===== src/rtl/alu_pkg.sv =====
`default_nettype none
// ============================================================================
// Module   : alu_pkg
// Brief    : Shared ALU opcode encodings, legality bound and flag indices.
// Revision : 1.0 - initial release
// ============================================================================
package alu_pkg;

  localparam logic [3:0] ALU_ADD  = 4'b0000;
  localparam logic [3:0] ALU_SUB  = 4'b0001;
  localparam logic [3:0] ALU_XOR  = 4'b0010;
  localparam logic [3:0] ALU_OR   = 4'b0011;
  localparam logic [3:0] ALU_AND  = 4'b0100;
  localparam logic [3:0] ALU_SLL  = 4'b0101;
  localparam logic [3:0] ALU_SRL  = 4'b0110;
  localparam logic [3:0] ALU_SRA  = 4'b0111;
  localparam logic [3:0] ALU_SLT  = 4'b1000;
  localparam logic [3:0] ALU_SLTU = 4'b1001;

  // Highest legal opcode; anything above it is reported as an error.
  localparam logic [3:0] ALU_OP_LAST = 4'b1001;

  localparam int FLAG_LT  = 0;
  localparam int FLAG_LTU = 1;
  localparam int FLAG_EQ  = 2;

endpackage
`default_nettype wire


===== src/rtl/alu_share_arb_if.sv =====
`default_nettype none
// ============================================================================
// Module   : alu_share_arb_if
// Brief    : Requester, shared-ALU and response bundle for alu_share_arb.
//            The slave modport is the arbiter's view.
// Revision : 1.0 - initial release
// ============================================================================
interface alu_share_arb_if #(
  parameter int OPERAND_WIDTH = 32,
  parameter int NUM_REQ       = 2,
  parameter int ID_W          = $clog2(NUM_REQ)
) ();

  logic [NUM_REQ-1:0]               req_valid;
  logic [4*NUM_REQ-1:0]             req_op;
  logic [OPERAND_WIDTH*NUM_REQ-1:0] req_a;
  logic [OPERAND_WIDTH*NUM_REQ-1:0] req_b;
  logic [NUM_REQ-1:0]               req_ready;

  logic [3:0]                       alu_op;
  logic [OPERAND_WIDTH-1:0]         alu_operand1;
  logic [OPERAND_WIDTH-1:0]         alu_operand2;
  logic [OPERAND_WIDTH-1:0]         alu_result;
  logic [2:0]                       alu_flags;

  logic                             rsp_valid;
  logic                             rsp_ready;
  logic [ID_W-1:0]                  rsp_id;
  logic [OPERAND_WIDTH-1:0]         rsp_result;
  logic [2:0]                       rsp_flags;
  logic                             rsp_err;

  modport slave (
    input  req_valid, req_op, req_a, req_b, alu_result, alu_flags, rsp_ready,
    output req_ready, alu_op, alu_operand1, alu_operand2,
           rsp_valid, rsp_id, rsp_result, rsp_flags, rsp_err
  );

  modport master (
    output req_valid, req_op, req_a, req_b, alu_result, alu_flags, rsp_ready,
    input  req_ready, alu_op, alu_operand1, alu_operand2,
           rsp_valid, rsp_id, rsp_result, rsp_flags, rsp_err
  );

endinterface
`default_nettype wire


===== src/rtl/alu_share_arb_rr_pick.sv =====
`default_nettype none
// ============================================================================
// Module   : rr_pick
// Brief    : Combinational round-robin selector. Searches from last_gnt+1
//            (wrapping) for the first set valid bit.
// Revision : 1.0 - initial release
// ============================================================================
module rr_pick #(
  parameter int NUM_REQ = 2,
  parameter int ID_W    = $clog2(NUM_REQ)
) (
  input  wire logic [NUM_REQ-1:0] valid_i,
  input  wire logic [ID_W-1:0]    last_gnt_i,
  output logic      [NUM_REQ-1:0] gnt_o,
  output logic      [ID_W-1:0]    idx_o,
  output logic                    any_o
);

  logic [ID_W-1:0] w_hi_idx;
  logic [ID_W-1:0] w_lo_idx;
  logic            w_hi_any;
  logic            w_lo_any;

  // Lowest valid index above the pointer wins; otherwise wrap to the lowest valid index.
  always_comb begin
    w_hi_idx = '0;
    w_lo_idx = '0;
    w_hi_any = 1'b0;
    w_lo_any = 1'b0;
    for (int i = NUM_REQ - 1; i >= 0; i--) begin
      if (valid_i[i]) begin
        w_lo_idx = ID_W'(i);
        w_lo_any = 1'b1;
        if (ID_W'(i) > last_gnt_i) begin
          w_hi_idx = ID_W'(i);
          w_hi_any = 1'b1;
        end
      end
    end
    any_o = w_lo_any;
    idx_o = w_hi_any ? w_hi_idx : w_lo_idx;
    gnt_o = w_lo_any ? (NUM_REQ'(1) << idx_o) : '0;
  end

endmodule
`default_nettype wire


===== src/rtl/alu_share_arb.sv =====
`default_nettype none
// ============================================================================
// Module   : alu_share_arb
// Brief    : Round-robin time-sharing of one combinational ALU between
//            several requesters, with a single tagged response register.
// Revision : 1.0 - initial release
// ============================================================================
module alu_share_arb
  import alu_pkg::*;
#(
  parameter int OPERAND_WIDTH = 32,
  parameter int NUM_REQ       = 2,
  parameter int ID_W          = $clog2(NUM_REQ)
) (
  input wire logic       clk,
  input wire logic       rst_n,
  alu_share_arb_if.slave bus
);

  localparam logic [0:0] ST_EMPTY = 1'b0;
  localparam logic [0:0] ST_FULL  = 1'b1;

  logic [0:0]               state_q, state_d;
  logic [ID_W-1:0]          last_gnt_q;
  logic [ID_W-1:0]          rsp_id_q;
  logic [OPERAND_WIDTH-1:0] rsp_result_q;
  logic [2:0]               rsp_flags_q;
  logic                     rsp_err_q;

  logic [NUM_REQ-1:0]       w_gnt;
  logic [ID_W-1:0]          w_idx;
  logic                     w_any;
  logic                     w_can_grant;
  logic                     w_fire;
  logic [3:0]               w_sel_op;
  logic [OPERAND_WIDTH-1:0] w_sel_a;
  logic [OPERAND_WIDTH-1:0] w_sel_b;
  logic                     w_illegal;

  rr_pick #(
    .NUM_REQ (NUM_REQ),
    .ID_W    (ID_W)
  ) u_rr_pick (
    .valid_i    (bus.req_valid),
    .last_gnt_i (last_gnt_q),
    .gnt_o      (w_gnt),
    .idx_o      (w_idx),
    .any_o      (w_any)
  );

  // Free slot, or a full slot that is being drained this very cycle.
  assign w_can_grant = (state_q == ST_EMPTY) || rsp_ready_full();
  assign w_fire      = w_can_grant && w_any;

  function automatic logic rsp_ready_full();
    return (state_q == ST_FULL) && bus.rsp_ready;
  endfunction

  // Select the granted requester's slices; zero when nothing is granted so the ALU never sees X.
  always_comb begin
    w_sel_op = ALU_ADD;
    w_sel_a  = '0;
    w_sel_b  = '0;
    for (int i = 0; i < NUM_REQ; i++) begin
      if (w_fire && (w_idx == ID_W'(i))) begin
        w_sel_op = bus.req_op[i*4 +: 4];
        w_sel_a  = bus.req_a[i*OPERAND_WIDTH +: OPERAND_WIDTH];
        w_sel_b  = bus.req_b[i*OPERAND_WIDTH +: OPERAND_WIDTH];
      end
    end
  end

  assign w_illegal = (w_sel_op > ALU_OP_LAST);

  // State register.
  always_ff @(posedge clk or negedge rst_n) begin
    if (!rst_n) state_q <= ST_EMPTY;
    else        state_q <= state_d;
  end

  // Next state: any handshake fills the slot; a drain without refill empties it.
  always_comb begin
    state_d = state_q;
    case (state_q)
      ST_EMPTY: if (w_fire) state_d = ST_FULL;
      ST_FULL:  if (bus.rsp_ready && !w_fire) state_d = ST_EMPTY;
      default:  state_d = ST_EMPTY;
    endcase
  end

  // Outputs: grant, ALU drive and response valid.
  always_comb begin
    bus.req_ready    = w_fire ? w_gnt : '0;
    bus.alu_op       = w_sel_op;
    bus.alu_operand1 = w_sel_a;
    bus.alu_operand2 = w_sel_b;
    bus.rsp_valid    = (state_q == ST_FULL);
  end

  // Response capture and round-robin pointer update on each completed handshake.
  always_ff @(posedge clk or negedge rst_n) begin
    if (!rst_n) begin
      last_gnt_q   <= ID_W'(NUM_REQ - 1);
      rsp_id_q     <= '0;
      rsp_result_q <= '0;
      rsp_flags_q  <= '0;
      rsp_err_q    <= 1'b0;
    end else if (w_fire) begin
      last_gnt_q   <= w_idx;
      rsp_id_q     <= w_idx;
      rsp_result_q <= w_illegal ? '0 : bus.alu_result;
      rsp_flags_q  <= bus.alu_flags;
      rsp_err_q    <= w_illegal;
    end
  end

  assign bus.rsp_id     = rsp_id_q;
  assign bus.rsp_result = rsp_result_q;
  assign bus.rsp_flags  = rsp_flags_q;
  assign bus.rsp_err    = rsp_err_q;

endmodule
`default_nettype wire


===== src/flat_wrapper.sv =====
// flat-port wrapper written by rule: the top's interface ports become plain ports
module alu_share_arb_flat import alu_pkg::*;
#(
  parameter int OPERAND_WIDTH = 32,
  parameter int NUM_REQ       = 2,
  parameter int ID_W          = $clog2(NUM_REQ)
)
  (clk, rst_n, bus_req_valid, bus_req_op, bus_req_a, bus_req_b, bus_alu_result, bus_alu_flags, bus_rsp_ready, bus_req_ready, bus_alu_op, bus_alu_operand1, bus_alu_operand2, bus_rsp_valid, bus_rsp_id, bus_rsp_result, bus_rsp_flags, bus_rsp_err);
  alu_share_arb_if #(.OPERAND_WIDTH(OPERAND_WIDTH), .NUM_REQ(NUM_REQ), .ID_W(ID_W)) bus_i ();
  input wire logic clk;
  input wire logic rst_n;
  input wire logic [$bits(bus_i.req_valid)-1:0] bus_req_valid;
  input wire logic [$bits(bus_i.req_op)-1:0] bus_req_op;
  input wire logic [$bits(bus_i.req_a)-1:0] bus_req_a;
  input wire logic [$bits(bus_i.req_b)-1:0] bus_req_b;
  input wire logic [$bits(bus_i.alu_result)-1:0] bus_alu_result;
  input wire logic [$bits(bus_i.alu_flags)-1:0] bus_alu_flags;
  input wire logic [$bits(bus_i.rsp_ready)-1:0] bus_rsp_ready;
  output wire logic [$bits(bus_i.req_ready)-1:0] bus_req_ready;
  output wire logic [$bits(bus_i.alu_op)-1:0] bus_alu_op;
  output wire logic [$bits(bus_i.alu_operand1)-1:0] bus_alu_operand1;
  output wire logic [$bits(bus_i.alu_operand2)-1:0] bus_alu_operand2;
  output wire logic [$bits(bus_i.rsp_valid)-1:0] bus_rsp_valid;
  output wire logic [$bits(bus_i.rsp_id)-1:0] bus_rsp_id;
  output wire logic [$bits(bus_i.rsp_result)-1:0] bus_rsp_result;
  output wire logic [$bits(bus_i.rsp_flags)-1:0] bus_rsp_flags;
  output wire logic [$bits(bus_i.rsp_err)-1:0] bus_rsp_err;
  assign bus_i.req_valid = bus_req_valid;
  assign bus_i.req_op = bus_req_op;
  assign bus_i.req_a = bus_req_a;
  assign bus_i.req_b = bus_req_b;
  assign bus_i.alu_result = bus_alu_result;
  assign bus_i.alu_flags = bus_alu_flags;
  assign bus_i.rsp_ready = bus_rsp_ready;
  assign bus_req_ready = bus_i.req_ready;
  assign bus_alu_op = bus_i.alu_op;
  assign bus_alu_operand1 = bus_i.alu_operand1;
  assign bus_alu_operand2 = bus_i.alu_operand2;
  assign bus_rsp_valid = bus_i.rsp_valid;
  assign bus_rsp_id = bus_i.rsp_id;
  assign bus_rsp_result = bus_i.rsp_result;
  assign bus_rsp_flags = bus_i.rsp_flags;
  assign bus_rsp_err = bus_i.rsp_err;
  alu_share_arb #(.OPERAND_WIDTH(OPERAND_WIDTH), .NUM_REQ(NUM_REQ), .ID_W(ID_W)) u_core (.clk(clk), .rst_n(rst_n), .bus(bus_i));
endmodule

===== config.mk =====
export PLATFORM = sky130hd
export DESIGN_NAME = alu_share_arb_flat
export DESIGN_NICKNAME = d
export VERILOG_FILES = /design/src/rtl/alu_pkg.sv /design/src/rtl/alu_share_arb_if.sv /design/src/rtl/alu_share_arb_rr_pick.sv /design/src/rtl/alu_share_arb.sv /design/src/flat_wrapper.sv
export SDC_FILE = /design/constraint.sdc
export NUM_CORES = 1
export LEC_CHECK = 0
export CAP_MARGIN = 20
export CELL_PAD_IN_SITES_DETAIL_PLACEMENT = 2
export CELL_PAD_IN_SITES_GLOBAL_PLACEMENT = 2
export CORE_MARGIN = 2
export CORE_UTILIZATION = 13
export DETAILED_ROUTE_END_ITERATION = 16
export PLACE_DENSITY_LB_ADDON = 0.1
export SLEW_MARGIN = 0
export SYNTH_ARGS = -nofsm -noshare
export SYNTH_HDL_FRONTEND = slang
export SYNTH_HIERARCHICAL = 1
export SYNTH_SLANG_ARGS = --single-unit

===== constraint.sdc =====
create_clock -name clk -period 1.8 [get_ports clk]
set_input_delay 0.36 -clock clk [delete_from_list [all_inputs] [get_ports clk]]
set_output_delay 0.36 -clock clk [all_outputs]
set_load 0.1 [all_outputs]

==> key figures <==
Route
  – Post-Route WL: 20800 um
  – Drt via density: 4.27
  – Post-route ant nets: 0
  – Routed WL per cell: 22.9 um
  – Via count: 3877
  – DRC: 0
  – DRT iter0 DRCs: 54
  – First-pass iteration count of the detailed router: 4

Pwr
  – Worst vdd ir: 388 uV
  – Power Density: 761 nW/um^2
  – P_leak: 3.38 nW

Yosys
  – Largest family of logic cells by synthesized area: multiplexers
  – Synth Flop Type: dfrtp_1
  – Synth Area in XOR/XNOR: 0
  – Syn nets: 503
  – Async S/R FF share, synth: 1.00
  – Yosys warnings: 6
  – Yosys top cell area share: 0.339
  – Post-synthesis mux area share: 0.263
  – Simple-gate portion of the synthesized area: 0.171
  – Synth Cell Area: 2810 sq um
  – Area leader, netlist: dfrtp_1
  – Synth Area in Compound Gates: 0.156
  – Synth Instances: 327
  – Synth Area per Inst: 8.58 sq um
  – Yosys reg bits: 39
  – Synth unique cells: 26
  – Sequential share of the synthesized area: 0.348
  – Dominant cells by area after synthesis: dfrtp_1 34%, mux2i_1 24%, nor2_1 9.1%, a22oi_1 8.6%, nand3_1 5.7%
  – EDFF count, synth: 0
  – Post-Synth Adder-Cell Area: 0

Worst setup path
  – Setup crit end kind: output port
  – Arr. time, crit path: 1840 ps
  – Crit Path Class: flip-flop to output port
  – Most used cell, CP: buf_12
  – Crit-path cells: a21boi_4 -> buf_6 -> buf_12 -> mux2i_1 -> nor2_4 -> buf_12
  – Worst stage delay on the critical path: 400 ps
  – Worst Path Required: 1440 ps
  – Crit path max fanout: 7
  – Crit path launch type: flip-flop
  – Crit-path slowest cell: mux2i_1

Floorplan
  – Die span in y: 151 um
  – Core Footprint: 21100 sq um
  – Initial Util: 0.133
  – Die X: 151 um
  – # rows: 53
  – Die area: 22800 sq um
  – Top Ports: 284

STA
  – Max Fclk: 455 MHz
  – Worst hold slack: 504 ps
  – Setup Skew: 4.20 ps
  – Period minus WS final: 2200 ps
  – RSZ-0062 raised after global routing: yes
  – Final Cycle Share: 1.22
  – Post-route setup TNS: -21600 ps
  – Slew Limit Fails: 0
  – Final setup violation count: 102
  – Worst slew pin tran: 408 ps
  – Post-route setup slack: -396 ps
  – Final hold vios: 0
  – Worst slew margin: 0.720

Global route
  – Vias in the first global route: 4433
  – Largest net degree at the start of global routing: 34
  – Global route total overflow: 0
  – First-pass GRT wire length: 28900 um
  – Antenna violations before repair: 2
  – Total GRT Usage: 0.171

Cells and area
  – # fillers: 2040
  – Nets: 807
  – P&R area growth vs syn: 227%
  – Share of cells above drive strength 1: 0.546

Job
  – Max-cap check violation count: 0

Clock network
  – Clk_lat worst skew: 280 ps
  – CTS Sinks: 39
  – CTS clk-pin slew, worst paths: 60 ps
  – Clk root buf: clkbuf_16
  – Total CTS buffers: 5
  – CTS tree: done
  – Clk buf depth: 2
  – CTS H-tree lvls: 2

Outcome
  – Violated checks: setup timing
  – Outcome: finished with violations

Placed design
  – Port buffer count: 283
  – Post-DP HPWL: 15600 um
  – Routability cong.: 0.778
  – Placement Setup Slack: -665 ps

Hold path
  – Type of the tightest min-delay check: input port to async pin
worst paths after layout:
path | from | endpoint | depth (start not counted) | slack (ps)
max in group asynchronous | rst_n | u_core/last_gnt_q | 3 | 730
worst min-delay path | rst_n | u_core/bus.rsp_result[19] | 2 | 500
min in group clk | u_core/bus.rsp_err | u_core/bus.rsp_err | 1 | 580
worst max-delay path | u_core/last_gnt_q | bus_alu_operand2[30] | 6 | -400
worst min register to register | u_core/bus.rsp_err | u_core/bus.rsp_err | 1 | 580
worst max register to register | u_core/last_gnt_q | u_core/bus.rsp_result[26] | 9 | -80
where the power goes:
part,internal [W],switching [W],total [W]
registers,0.00100,0.000139,0.00114
logic,0.00205,0.00292,0.00497
clock network,0.000513,0.000358,0.000871
timing repair:
item	in CTS	in global routing
pin swaps	60	35
setup buffers	7	7
hold buffers	1	0
gates cloned	4	4
hold endpoints to repair	11	0
resized for setup	123	65
setup endpoints to repair	108	103
kinds of logic (layout without fill, tap and decap cells):
kind of cell | after synthesis | count (layout)
and+or+nand+nor | 109 | 109
DFF | 39 | 39
muxes | 73 | 73
AOI/OAI and AO/OA | 69 | 69
other | 0 | 1
buffers and inverters | 37 | 342
area by class of cell:
class	instances	area (sq um)	area share
clock buffer	7	133	0.0145
inverter	2	7.51	0.000818
sequential	39	981	0.107
clock inverter	1	5.00	0.000546
multi-input combinational	251	3090	0.337
antenna	1	2.50	0.000273
timing repair buffer	332	4610	0.503
tap	275	344	0.0375
registers in the layout, indices dropped and copies added, names as in the netlist:
register and cells:
u_core/bus.rsp_err 1, u_core/bus.rsp_valid 1, u_core/bus.rsp_id 1, u_core/last_gnt_q 1, u_core/bus.rsp_result 32, u_core/bus.rsp_flags 3
stage by stage:
stage | cells | total power [W] | area, sq um | util
2_1_floorplan | 327 | 0.00368 | 3390 | -
3_3_place_gp | 882 | 0.00553 | 7840 | 0.372
3_5_place_dp | 882 | 0.00558 | 7840 | 0.372
4_1_cts | 901 | 0.00686 | 8780 | 0.416
5_1_grt | 908 | 0.00723 | 9170 | 0.435
6_report | 908 | 0.00698 | 9170 | 0.435
critical path, delay by kind of cell (launching register included):
family          cells  cell delay, ps
simple gates        1              90
buf+inv             3             480
compound gates      1             190
mux                 1             400
flops               1             380
metal layers:
metal  GRT usage  up-vias  wire, um
met2       0.316      160     11000
met5           0        -        12
li1            -     1782         -
met3      0.0497       11      1770
met1       0.196     1922      7830
met4      0.0327        2       206
layout by cell type, fill, tap and decap left out:
cell	count
clkbuf_1	2
and2b_1	1
and3_4	2
inv_1	1
dfstp_2	1
o21ai_1	2
nand3_1	32
buf_6	1
diode_2	1
clkbuf_16	8
nor3_4	2
clkinv_2	1
a21oi_4	1
dlygate4sd3_1	1
a21boi_2	2
nand2b_4	1
buf_8	3
inv_2	1
a22oi_2	32
clkdlybuf4s50_1	171
buf_4	21
nor2_1	1
dfrtp_4	1
dlygate4sd2_1	1
buf_2	3
nand2_8	1
o21ai_0	30
buf_12	126
a21boi_4	1
nor2_4	67
mux2i_2	9
or2_4	1
nand2_1	1
mux2_2	5
mux2i_1	6
buf_16	2
a22o_1	1
mux2i_4	53
dfrtp_1	37
Yosys cell counts, types with 2 or more instances:
library cell	count
mux2_2	5
and3_1	2
dfrtp_1	38
a22oi_1	32
nor2_1	68
o21ai_1	2
buf_4	3
clkbuf_1	12
a21boi_0	2
o21ai_0	30
nand3_1	32
buf_2	20
mux2i_1	68
Power figures use the tool's default switching activity.
